`src/rtl/serial_subtractor_pkg.sv`:
```
// Shared types and sizing helpers for the chunked serial subtractor.
package serial_subtractor_pkg;

  typedef enum logic [1:0] {
    IDLE = 2'd0,
    SUB  = 2'd1,
    FIX  = 2'd2,
    DONE = 2'd3
  } state_t;

  function automatic int calc_nchunk(input int width, input int chunk);
    return width / chunk;
  endfunction

  function automatic int calc_cnt_w(input int width, input int chunk);
    int n;
    n = width / chunk;
    return (n <= 1) ? 1 : $clog2(n);
  endfunction

endpackage

```
`src/rtl/serial_subtractor_chunk_subtractor.sv`:
```
// Combinational CHUNK-bit subtractor built as a ripple of full-subtractor cells.
module chunk_subtractor
  import serial_subtractor_pkg::*;
#(
  parameter int CHUNK = 2
) (
  input  logic [CHUNK-1:0] a,
  input  logic [CHUNK-1:0] b,
  input  logic             bin,
  output logic [CHUNK-1:0] d,
  output logic             bout
);

  logic [CHUNK:0] borrow;

  assign borrow[0] = bin;

  for (genvar i = 0; i < CHUNK; i++) begin : g_cell
    assign d[i]          = a[i] ^ b[i] ^ borrow[i];
    assign borrow[i+1]   = (~a[i] & b[i]) | (~(a[i] ^ b[i]) & borrow[i]);
  end

  assign bout = borrow[CHUNK];

endmodule

```
`src/rtl/serial_subtractor.sv`:
```
// Multi-cycle a - b, CHUNK bits per clock, with optional |a - b| and swap flag.
//  state | meaning
//  IDLE  | waiting for operands, in_ready = 1
//  SUB   | one chunk per cycle, LSB chunk first
//  FIX   | negate result when abs_mode and a < b
//  DONE  | result presented, out_valid = 1
module serial_subtractor
  import serial_subtractor_pkg::*;
#(
  parameter int WIDTH = 8,
  parameter int CHUNK = 2
) (
  input  logic             clk,
  input  logic             rst_n,
  input  logic             in_valid,
  output logic             in_ready,
  input  logic [WIDTH-1:0] a,
  input  logic [WIDTH-1:0] b,
  input  logic             abs_mode,
  output logic             out_valid,
  input  logic             out_ready,
  output logic [WIDTH-1:0] diff,
  output logic             bout,
  output logic             swap
);

  localparam int NCHUNK = calc_nchunk(WIDTH, CHUNK);
  localparam int CNT_W  = calc_cnt_w(WIDTH, CHUNK);

  if (WIDTH < 2 || CHUNK < 1 || CHUNK > WIDTH || (WIDTH % CHUNK) != 0) begin : g_param_check
    $error("serial_subtractor: illegal WIDTH/CHUNK combination");
  end

  state_t           state;
  logic [WIDTH-1:0] a_q;
  logic [WIDTH-1:0] b_q;
  logic             abs_q;
  logic             borrow_q;
  logic [CNT_W-1:0] cnt_q;
  logic [WIDTH-1:0] diff_q;
  logic             bout_q;
  logic             swap_q;

  logic [CHUNK-1:0] d_chunk;
  logic             borrow_next;
  logic             last_chunk;

  chunk_subtractor #(.CHUNK(CHUNK)) u_chunk (
    .a    (a_q[CHUNK-1:0]),
    .b    (b_q[CHUNK-1:0]),
    .bin  (borrow_q),
    .d    (d_chunk),
    .bout (borrow_next)
  );

  assign last_chunk = (cnt_q == CNT_W'(NCHUNK - 1));

  always_ff @(posedge clk or negedge rst_n) begin
    if (!rst_n) begin
      state    <= IDLE;
      a_q      <= '0;
      b_q      <= '0;
      abs_q    <= 1'b0;
      borrow_q <= 1'b0;
      cnt_q    <= '0;
      diff_q   <= '0;
      bout_q   <= 1'b0;
      swap_q   <= 1'b0;
    end else begin
      case (state)
        IDLE: begin
          if (in_valid) begin
            a_q      <= a;
            b_q      <= b;
            abs_q    <= abs_mode;
            borrow_q <= 1'b0;
            cnt_q    <= '0;
            state    <= SUB;
          end
        end
        SUB: begin
          a_q      <= a_q >> CHUNK;
          b_q      <= b_q >> CHUNK;
          // new chunk enters at the top so the LSB chunk ends up at bit 0
          diff_q   <= (diff_q >> CHUNK) | (WIDTH'(d_chunk) << (WIDTH - CHUNK));
          borrow_q <= borrow_next;
          cnt_q    <= cnt_q + 1'b1;
          if (last_chunk) begin
            bout_q <= borrow_next;
            swap_q <= abs_q & borrow_next;
            state  <= (abs_q & borrow_next) ? FIX : DONE;
          end
        end
        FIX: begin
          diff_q <= (~diff_q) + 1'b1;
          state  <= DONE;
        end
        DONE: begin
          if (out_ready) state <= IDLE;
        end
        default: state <= IDLE;
      endcase
    end
  end

  assign in_ready  = (state == IDLE);
  assign out_valid = (state == DONE);
  assign diff      = diff_q;
  assign bout      = bout_q;
  assign swap      = swap_q;

endmodule
```
`config.mk`:
```
export PLATFORM = sky130hd
export DESIGN_NAME = serial_subtractor
export DESIGN_NICKNAME = d
export VERILOG_FILES = /design/src/rtl/serial_subtractor_pkg.sv /design/src/rtl/serial_subtractor_chunk_subtractor.sv /design/src/rtl/serial_subtractor.sv
export SDC_FILE = /design/constraint.sdc
export NUM_CORES = 1
export LEC_CHECK = 0
export CAP_MARGIN = 20
export CORE_ASPECT_RATIO = 0.7
export CORE_MARGIN = 10
export CORE_UTILIZATION = 51
export CTS_BUF_LIST = sky130_fd_sc_hd__clkbuf_16
export DETAILED_ROUTE_END_ITERATION = 6
export PLACE_DENSITY = 0.79
export SYNTH_ARGS = -nofsm -noshare
export SYNTH_HDL_FRONTEND = slang
export SYNTH_SLANG_ARGS = --single-unit
```
`constraint.sdc`:
```
create_clock -name clk -period 2.4 [get_ports clk]
set_clock_uncertainty 0.2 [all_clocks]
set_input_delay 0.48 -clock clk [delete_from_list [all_inputs] [get_ports clk]]
set_output_delay 0.48 -clock clk [all_outputs]
set_load 0.02 [all_outputs]
```
==> flow_summary.html, run 1 <==
<table>
<tr><th>Metric</th><th>Value</th></tr>
<tr><th colspan="2">Layout</th></tr>
<tr><td>Final design area excluding fillers</td><td>2190 um2</td></tr>
<tr><td>Filler instances</td><td>227</td></tr>
<tr><td>Relative area change from synthesis to final layout</td><td>29.7%</td></tr>
<tr><td>Area taken by flip-flops and latches</td><td>801 um2</td></tr>
<tr><td>Share of layout cells above drive strength 1</td><td>5.77%</td></tr>
<tr><td>Total inserted antenna cells</td><td>0</td></tr>
<tr><td># nets final</td><td>236</td></tr>
<tr><td>Area of the multi-input gates</td><td>818 um2</td></tr>
<tr><td>Most frequent cells in the layout</td><td>32 x dfrtp_1, 32 x clkdlybuf4s50_1, 27 x nand2_1, 19 x o21ai_0, 17 x mux2i_1</td></tr>
<tr><th colspan="2">Detailed routing</th></tr>
<tr><td>DRC violation count after routing</td><td>0</td></tr>
<tr><td>Vias per cell</td><td>5.66</td></tr>
<tr><td>Average wire per standard cell</td><td>15.5 um</td></tr>
<tr><td>Iteration count of the initial detailed-routing pass</td><td>4</td></tr>
<tr><td>Number of DRC markers in iteration 0</td><td>84</td></tr>
<tr><td>Number of antenna-violating nets in the routed design</td><td>0</td></tr>
<tr><td>Wirelength, routed</td><td>3820 um</td></tr>
<tr><td>Via count</td><td>1393</td></tr>
<tr><th colspan="2">Timing</th></tr>
<tr><td>Number of endpoints failing setup at the final stage</td><td>0</td></tr>
<tr><td>Final Cycle Share</td><td>94.9%</td></tr>
<tr><td>Final critical delay including setup and external delays</td><td>2280 ps</td></tr>
<tr><td>Number of max-slew violations in the final report</td><td>0</td></tr>
<tr><td>Unrepaired setup endpoints after global routing</td><td>false</td></tr>
<tr><td>Fmax</td><td>439 MHz</td></tr>
<tr><td>Worst slew margin</td><td>53.8%</td></tr>
<tr><td>Count of endpoints failing hold in the final timing report</td><td>0</td></tr>
<tr><td>Setup total negative slack</td><td>0 ps</td></tr>
<tr><td>Slew at the pin closest to its max-slew limit</td><td>688 ps</td></tr>
<tr><th colspan="2">GRT</th></tr>
<tr><td>GRT met3 Usage</td><td>5.10%</td></tr>
<tr><td>Global-route congestion overflow total</td><td>0</td></tr>
<tr><td>Largest net degree at the start of global routing</td><td>33</td></tr>
<tr><td>Layer carrying the most global-route usage</td><td>met2</td></tr>
<tr><td>GR Util met2</td><td>21.2%</td></tr>
<tr><td>Wire length of the first global-routing pass</td><td>6440 um</td></tr>
<tr><td>Routing usage on met1</td><td>17.2%</td></tr>
<tr><td>Initial antenna violation count</td><td>0</td></tr>
<tr><td>Vias in the first global route</td><td>1355</td></tr>
<tr><td>Overall track demand over capacity in global routing</td><td>13.8%</td></tr>
<tr><th colspan="2">Synth</th></tr>
<tr><td>Combinational family with the most area after synthesis</td><td>simple AND/OR/NAND/NOR gates</td></tr>
<tr><td>Post-synthesis instance total</td><td>172</td></tr>
<tr><td>Synthesized Nets</td><td>201</td></tr>
<tr><td>Number of distinct library cells after synthesis</td><td>29</td></tr>
<tr><td>Synth Area per Inst</td><td>9.84 um2</td></tr>
<tr><td>Netlist Area Pre-Place</td><td>1690 um2</td></tr>
<tr><td>Synth Area in Simple Gates</td><td>15.3%</td></tr>
<tr><td>Fraction of the mapped netlist area in compound gates</td><td>14.9%</td></tr>
<tr><td>Synth Register Bits</td><td>32</td></tr>
<tr><td>Share of the yosys chip area belonging to registers</td><td>47.3%</td></tr>
<tr><td>Post-synthesis adder-cell area fraction</td><td>6.80%</td></tr>
<tr><td>Mux share of post-synthesis cell area</td><td>11.4%</td></tr>
<tr><td>Synth Warn #</td><td>0</td></tr>
<tr><td>Xor and xnor fraction of the mapped netlist area</td><td>0%</td></tr>
<tr><th colspan="2">Die</th></tr>
<tr><td>Number of primary I/O pins</td><td>33</td></tr>
<tr><td>Die X</td><td>88.8 um</td></tr>
<tr><td>Std-Cell Core Area</td><td>3170 um2</td></tr>
<tr><td>Count of standard-cell rows</td><td>17</td></tr>
<tr><td>Overall die height</td><td>68.2 um</td></tr>
<tr><td>Die area</td><td>6060 um2</td></tr>
<tr><td>Starting density of the core</td><td>53.4%</td></tr>
<tr><th colspan="2">Clocking</th></tr>
<tr><td>Number of levels in the clock H-tree</td><td>2</td></tr>
<tr><td>Clk pin slew, worst setup/hold paths</td><td>50 ps</td></tr>
<tr><td>Post-CTS Hold Fix Bufs</td><td>0</td></tr>
<tr><td>CTS max path bufs</td><td>2</td></tr>
<tr><td>TritonCTS clock tree</td><td>done</td></tr>
<tr><td>Number of instances resized during post-cts repair</td><td>0</td></tr>
<tr><td>Number of buffers created by CTS</td><td>5</td></tr>
<tr><td>Clk Latency, worst-skew pair</td><td>270 ps</td></tr>
<tr><td>Clock tree root driver cell</td><td>clkbuf_16</td></tr>
<tr><td>Post-CTS Setup Inserts</td><td>0</td></tr>
<tr><td>Total number of clock tree sinks</td><td>32</td></tr>
<tr><th colspan="2">Worst setup path</th></tr>
<tr><td>Arrival time of data at the critical path endpoint</td><td>1600 ps</td></tr>
<tr><td>Critical path startpoint category</td><td>flop</td></tr>
<tr><td>Startpoint-to-endpoint class of the critical path</td><td>flop to output port</td></tr>
<tr><td>Largest fanout on the critical path</td><td>4</td></tr>
<tr><td>CP Data Required Time</td><td>1720 ps</td></tr>
<tr><td>Endpoint class of the critical path</td><td>output port</td></tr>
<tr><th colspan="2">Pwr</th></tr>
<tr><td>Leakage power</td><td>0.963 nW</td></tr>
<tr><td>Power density cells</td><td>1480 nW/um2</td></tr>
<tr><td>Peak ir drop on the vdd network</td><td>930 uV</td></tr>
<tr><th colspan="2">Placed design</th></tr>
<tr><td>Port bufs</td><td>32</td></tr>
<tr><td>Final RePlAce weighted congestion</td><td>0.821</td></tr>
<tr><td>DP HPWL</td><td>2880 um</td></tr>
<tr><td>Post-placement cell area</td><td>2060 um2</td></tr>
<tr><th colspan="2">Run status</th></tr>
<tr><td>Result of the run</td><td>finished, final reports clean</td></tr>
<tr><th colspan="2">Worst hold path</th></tr>
<tr><td>Worst min-delay path category</td><td>flop to flop</td></tr>
<tr><th colspan="2">Run</th></tr>
<tr><td>Max-cap viol count</td><td>0</td></tr>
</table>
-- path summary, 6_finish.rpt --
check | endpoint | slack (ps) | cells past startpoint | from
max in group asynchronous | b_q[6]$_DFFE_PN0P_ | 1310 | 2 | rst_n
worst min-delay path | a_q[4]$_DFFE_PN0P_ | 280 | 2 | a_q[4]$_DFFE_PN0P_
worst max register to register | state[0]$_DFFE_PN0P_ | 330 | 6 | state[0]$_DFFE_PN0P_
min in group asynchronous | a_q[5]$_DFFE_PN0P_ | 400 | 2 | rst_n
worst min register to register | a_q[4]$_DFFE_PN0P_ | 280 | 2 | a_q[4]$_DFFE_PN0P_
worst max-delay path | in_ready | 120 | 3 | state[1]$_DFFE_PN0P_
-- area by class of cell --
| class | instances | area share, % |
|---|---|---|
| Sequential cell | 32 | 36.5 |
| Multi-Input combinational cell | 122 | 37.3 |
| Inverter | 9 | 1.54 |
| Timing Repair Buffer | 37 | 16.3 |
| Clock buffer | 5 | 5.70 |
| Clock inverter | 3 | 0.513 |
| Tap cell | 38 | 2.17 |
-- state kept, by name (all words and copies together) (netlist names) --
name and count:
state 2, borrow_q 1, abs_q 1, cnt_q 2, a_q 8, swap 1, b_q 8, bout 1
diff 8
-- cells in the mapped netlist --
cell type  number  share of area (%)
dfrtp_1        32                 47
nand2_1        27                6.0
o21ai_0        19                5.6
mux2i_1        17                 10
inv_1           9                2.0
nor2b_1         9                3.3
ha_1            6                4.4
a21oi_1         5                1.5
clkbuf_1        5                1.1
a31oi_1         4                1.5
buf_2           4                1.2
a211o_1         3                1.6
nand3_1         3               0.89
nand4_1         3                1.1
nor2_1          3               0.67
nor3_1          3               0.89
o22ai_1         3                1.1
a22oi_1         2               0.89
a32o_1          2                1.2
fa_1            2                2.4
mux2_2          2                1.3
nand2b_1        2               0.74
a2111oi_0       1               0.52
a2bb2oi_1       1               0.52
nand3b_1        1               0.44
nor3b_1         1               0.44
nor4_1          1               0.37
o2bb2ai_1       1               0.52
or4_1           1               0.44
-- per-layer routing --
| metal | vias to the layer above | part of all wire [%] |
|---|---|---|
| li1 | 676 | - |
| met1 | 658 | 45 |
| met2 | 51 | 46 |
| met3 | 8 | 7.6 |
| met4 | 0 | 1.5 |
| met5 | - | 0 |
-- report_power, final --
part	internal [mW]	switching [mW]
Sequential	0.798	0.224
Combinational	0.740	0.898
Clock	0.372	0.217
Total	1.91	1.34
-- cell families (layout without fill, tap and decap cells) --
family | count (synthesis) | in the layout
mux | 19 | 19
simple gates | 54 | 54
flops | 32 | 32
compound gates | 41 | 41
buf+inv | 18 | 54
fa+ha+maj | 8 | 8
-- metrics by stage --
| step | hold WS, ps | power [mW] | util, % | instances | setup WS (ps) |
|---|---|---|---|---|---|
| 2_1_floorplan | -15.6 | 2.15 | - | 172 | 475 |
| 3_3_place_gp | 262 | 2.60 | 64.9 | 238 | 404 |
| 3_5_place_dp | 275 | 2.67 | 64.9 | 238 | 306 |
| 4_1_cts | 285 | 3.26 | 69.2 | 246 | 110 |
| 5_1_grt | 311 | 3.52 | 69.2 | 246 | 67.5 |
| 6_report | 284 | 3.25 | 69.2 | 246 | 121 |
-- critical path, stage by stage, from the launching register on --
cell	delay (ps)
dfrtp_1	410
inv_1	120
ha_1	180
clkdlybuf4s50_1	610
Power figures use the tool's default switching activity.
==> run 2: changes to the inputs <==
--- a/config.mk
+++ b/config.mk
@@ -11,6 +11,7 @@
 export CORE_UTILIZATION = 51
 export CTS_BUF_LIST = sky130_fd_sc_hd__clkbuf_16
 export DETAILED_ROUTE_END_ITERATION = 6
+export GPL_TIMING_DRIVEN = 0
 export PLACE_DENSITY = 0.79
 export SYNTH_ARGS = -nofsm -noshare
 export SYNTH_HDL_FRONTEND = slang
==> run 2 against run 1 <==
  * Register-to-register slack got worse by 100 ps
  * Combinational power rose by 3%
  * Sequential cell count did not move
  * Sequential share of layout area is 0.083 points higher
  * Global-route usage rose by 0.32 points
  * Largest cell class unchanged
==> flow_summary.html, run 2 (synthesis gave the netlist of run 1 again) <==
<table>
<tr><th>Metric</th><th>Value</th></tr>
<tr><th colspan="2">Run status</th></tr>
<tr><td>Result of the run</td><td>finished, final reports clean</td></tr>
<tr><th colspan="2">Timing</th></tr>
<tr><td>Setup total negative slack</td><td>0 ps (unchanged)</td></tr>
<tr><td>Final critical delay including setup and external delays</td><td>2170 ps (-106 ps)</td></tr>
<tr><td>Number of endpoints failing setup at the final stage</td><td>0 (unchanged)</td></tr>
<tr><td>Count of endpoints failing hold in the final timing report</td><td>0 (unchanged)</td></tr>
<tr><td>Fmax</td><td>460 MHz (+4.9%)</td></tr>
<tr><td>Slew at the pin closest to its max-slew limit</td><td>700 ps (+12.5 ps)</td></tr>
<tr><td>Final WS setup</td><td>227 ps (+106 ps)</td></tr>
<tr><td>Final Cycle Share</td><td>90.5% (-4.4 points)</td></tr>
<tr><td>Unrepaired setup endpoints after global routing</td><td>false</td></tr>
<tr><td>Number of max-slew violations in the final report</td><td>0 (unchanged)</td></tr>
<tr><td>Worst slew margin</td><td>53.3% (-0.48 points)</td></tr>
<tr><th colspan="2">Run</th></tr>
<tr><td>Max-cap viol count</td><td>0 (unchanged)</td></tr>
<tr><th colspan="2">Detailed routing</th></tr>
<tr><td>Via count</td><td>1406 (+0.93%)</td></tr>
<tr><td>Average wire per standard cell</td><td>15.5 um (about the same)</td></tr>
<tr><td>Vias per cell</td><td>5.62 (-0.68%)</td></tr>
<tr><td>Number of DRC markers in iteration 0</td><td>49 (-42%)</td></tr>
<tr><td>Number of antenna-violating nets in the routed design</td><td>0 (unchanged)</td></tr>
<tr><td>Wirelength, routed</td><td>3890 um (+1.6%)</td></tr>
<tr><td>Iteration count of the initial detailed-routing pass</td><td>4 (unchanged)</td></tr>
<tr><td>DRC violation count after routing</td><td>0 (unchanged)</td></tr>
<tr><th colspan="2">Die</th></tr>
<tr><td>Die X</td><td>88.8 um (unchanged)</td></tr>
<tr><td>Number of primary I/O pins</td><td>33 (unchanged)</td></tr>
<tr><td>Starting density of the core</td><td>53.4% (unchanged)</td></tr>
<tr><td>Count of standard-cell rows</td><td>17 (unchanged)</td></tr>
<tr><td>Die area</td><td>6060 um2 (unchanged)</td></tr>
<tr><td>Overall die height</td><td>68.2 um (unchanged)</td></tr>
<tr><td>Std-Cell Core Area</td><td>3170 um2 (unchanged)</td></tr>
<tr><th colspan="2">Placed design</th></tr>
<tr><td>Post-placement cell area</td><td>2050 um2 (-0.18%)</td></tr>
<tr><td>Pre-CTS WS</td><td>6.69 ps (-300 ps)</td></tr>
<tr><td>Final RePlAce weighted congestion</td><td>0.817 (-0.50%)</td></tr>
<tr><td>Port bufs</td><td>32 (unchanged)</td></tr>
<tr><td>DP HPWL</td><td>2920 um (+1.5%)</td></tr>
<tr><th colspan="2">Worst setup path</th></tr>
<tr><td>CP dominant cell by count</td><td>fa_1</td></tr>
<tr><td>Arrival time of data at the critical path endpoint</td><td>2110 ps (+510 ps)</td></tr>
<tr><td>CP Data Required Time</td><td>2330 ps (+610 ps)</td></tr>
<tr><td>Endpoint of the lowest-slack register-to-register path</td><td>state[0]$_DFFE_PN0P_</td></tr>
<tr><td>Endpoint class of the critical path</td><td>flop</td></tr>
<tr><td>Worst-path cell with the longest stage delay</td><td>a2111oi_0</td></tr>
<tr><td>Critical path's top delay family</td><td>adder cells</td></tr>
<tr><td>Worst Path Buf+Inv</td><td>1 (-1)</td></tr>
<tr><td>Critical path startpoint category</td><td>flop</td></tr>
<tr><td>RR Startpoint</td><td>a_q[0]$_DFFE_PN0P_</td></tr>
<tr><td>Cell-by-cell listing of the critical path</td><td>fa_1 -&gt; inv_1 -&gt; fa_1 -&gt; nand2_1 -&gt; a2111oi_0 -&gt; mux2i_1</td></tr>
<tr><td>Max stage delay on crit path</td><td>480 ps (-130 ps)</td></tr>
<tr><td>Number of cell instances on the worst register-to-register path</td><td>6 (unchanged)</td></tr>
<tr><td>Startpoint-to-endpoint class of the critical path</td><td>flop to flop</td></tr>
<tr><td>Worst reg2reg setup slack</td><td>230 ps (-100 ps)</td></tr>
<tr><td>Largest fanout on the critical path</td><td>3 (-1)</td></tr>
<tr><th colspan="2">Layout</th></tr>
<tr><td>Total inserted antenna cells</td><td>0 (unchanged)</td></tr>
<tr><td># nets final</td><td>240 (+1.7%)</td></tr>
<tr><td>Most frequent standard cell in the layout excluding fill and tap cells</td><td>dfrtp_1</td></tr>
<tr><td>Share of layout cells above drive strength 1</td><td>5.66% (-0.11 points)</td></tr>
<tr><td>Final design area excluding fillers</td><td>2190 um2 (-0.23%)</td></tr>
<tr><td>Most frequent cells in the layout</td><td>32 x dfrtp_1, 30 x clkdlybuf4s50_1, 27 x nand2_1, 19 x o21ai_0, 17 x mux2i_1</td></tr>
<tr><td>Relative area change from synthesis to final layout</td><td>29.4%</td></tr>
<tr><th colspan="2">Clocking</th></tr>
<tr><td>Clk Latency, worst-skew pair</td><td>270 ps (about the same)</td></tr>
<tr><td>Clk pin slew, worst setup/hold paths</td><td>50 ps (about the same)</td></tr>
<tr><td>Number of buffers created by CTS</td><td>5 (unchanged)</td></tr>
<tr><td>CTS max path bufs</td><td>2 (unchanged)</td></tr>
<tr><td>Total number of clock tree sinks</td><td>32 (unchanged)</td></tr>
<tr><td>TritonCTS clock tree</td><td>done</td></tr>
<tr><td>Post-CTS Setup Inserts</td><td>0 (unchanged)</td></tr>
<tr><td>Clock tree root driver cell</td><td>clkbuf_16</td></tr>
<tr><td>Number of levels in the clock H-tree</td><td>2 (unchanged)</td></tr>
<tr><th colspan="2">GRT</th></tr>
<tr><td>Largest net degree at the start of global routing</td><td>33 (unchanged)</td></tr>
<tr><td>Overall track demand over capacity in global routing</td><td>14.2% (+0.32 points)</td></tr>
<tr><td>Global-route congestion overflow total</td><td>0 (unchanged)</td></tr>
<tr><td>Vias in the first global route</td><td>1441 (+6.3%)</td></tr>
<tr><td>Wire length of the first global-routing pass</td><td>6740 um (+4.7%)</td></tr>
<tr><td>Initial antenna violation count</td><td>0 (unchanged)</td></tr>
<tr><th colspan="2">Worst hold path</th></tr>
<tr><td>Worst min-delay path category</td><td>input port to async pin</td></tr>
<tr><th colspan="2">Pwr</th></tr>
<tr><td>Power density cells</td><td>1500 nW/um2 (+1.0%)</td></tr>
<tr><td>Peak ir drop on the vdd network</td><td>822 uV (-12%)</td></tr>
<tr><td>Leakage power</td><td>0.964 nW (about the same)</td></tr>
</table>
## run 2: changes by cell type in the layout (fill, tap and decap cells not counted)
| cell | before | now |
|---|---|---|
| buf_2 | 0 | 5 |
| buf_4 | 5 | 0 |
| clkbuf_1 | 0 | 5 |
| clkdlybuf4s50_1 | 32 | 30 |
| dlygate4sd2_1 | 0 | 1 |
## run 2: cell type report
class,instances,area [um2]
clock buffer,5,125
inverter,9,33.8
sequential,32,801
fill,236,980
multi-input combinational,122,818
tap,38,47.5
buffer,9,38.8
clock inverter,3,11.3
timing repair buffer,32,314
## run 2: how the worst max path moves through the flow
| stage | start | endpoint | slack (ps) | depth (start not counted) |
|---|---|---|---|---|
| after floorplan | state[0]$_DFFE_PN0P_ | a_q[0]$_DFFE_PN0P_ | 470 | 5 |
| after global placement | rst_n | diff[3]$_DFFE_PN0P_ | 60 | 1 |
| after detailed placement | in_valid | a_q[0]$_DFFE_PN0P_ | 7 | 4 |
| after CTS | state[1]$_DFFE_PN0P_ | a_q[5]$_DFFE_PN0P_ | 230 | 5 |
| after global routing | a_q[0]$_DFFE_PN0P_ | state[0]$_DFFE_PN0P_ | 10 | 6 |
| final | a_q[0]$_DFFE_PN0P_ | state[0]$_DFFE_PN0P_ | 230 | 6 |
## run 2: report_power, final
| part | leakage, nW | internal, mW | total, mW | switching, mW |
|---|---|---|---|---|
| Combinational | 0.492 | 0.740 | 1.69 | 0.953 |
| Sequential | 0.398 | 0.798 | 1.00 | 0.203 |
| Clock | 0.0738 | 0.372 | 0.582 | 0.211 |
| Total | 0.964 | 1.91 | 3.28 | 1.37 |
## run 2: timing repair
item	CTS	global route
hold buffers	0	0
hold endpoints to repair	0	0
resized for setup	1	0
endpoints found under the setup margin	1	0
## run 2: per-layer routing
layer | wire (um) | global-route usage, % | up-vias | part of all wire, %
li1 | - | - | 691 | -
met1 | 1710 | 17.7 | 661 | 44
met2 | 1820 | 22.6 | 46 | 47
met3 | 298 | 4.51 | 8 | 7.7
met4 | 55 | 5.42 | 0 | 1.4
met5 | 0 | 0 | - | 0
## run 2: through the flow
step           cells  power, mW  hold slack (ps)  util, %
6_report         250       3.28             54.5     69.1
5_1_grt          250       3.57              118     69.1
4_1_cts          250       3.29             82.1     69.1
3_5_place_dp     242       2.70              271     64.8
3_3_place_gp     242       2.62              261     65.0
2_1_floorplan    172       2.15            -15.6        -
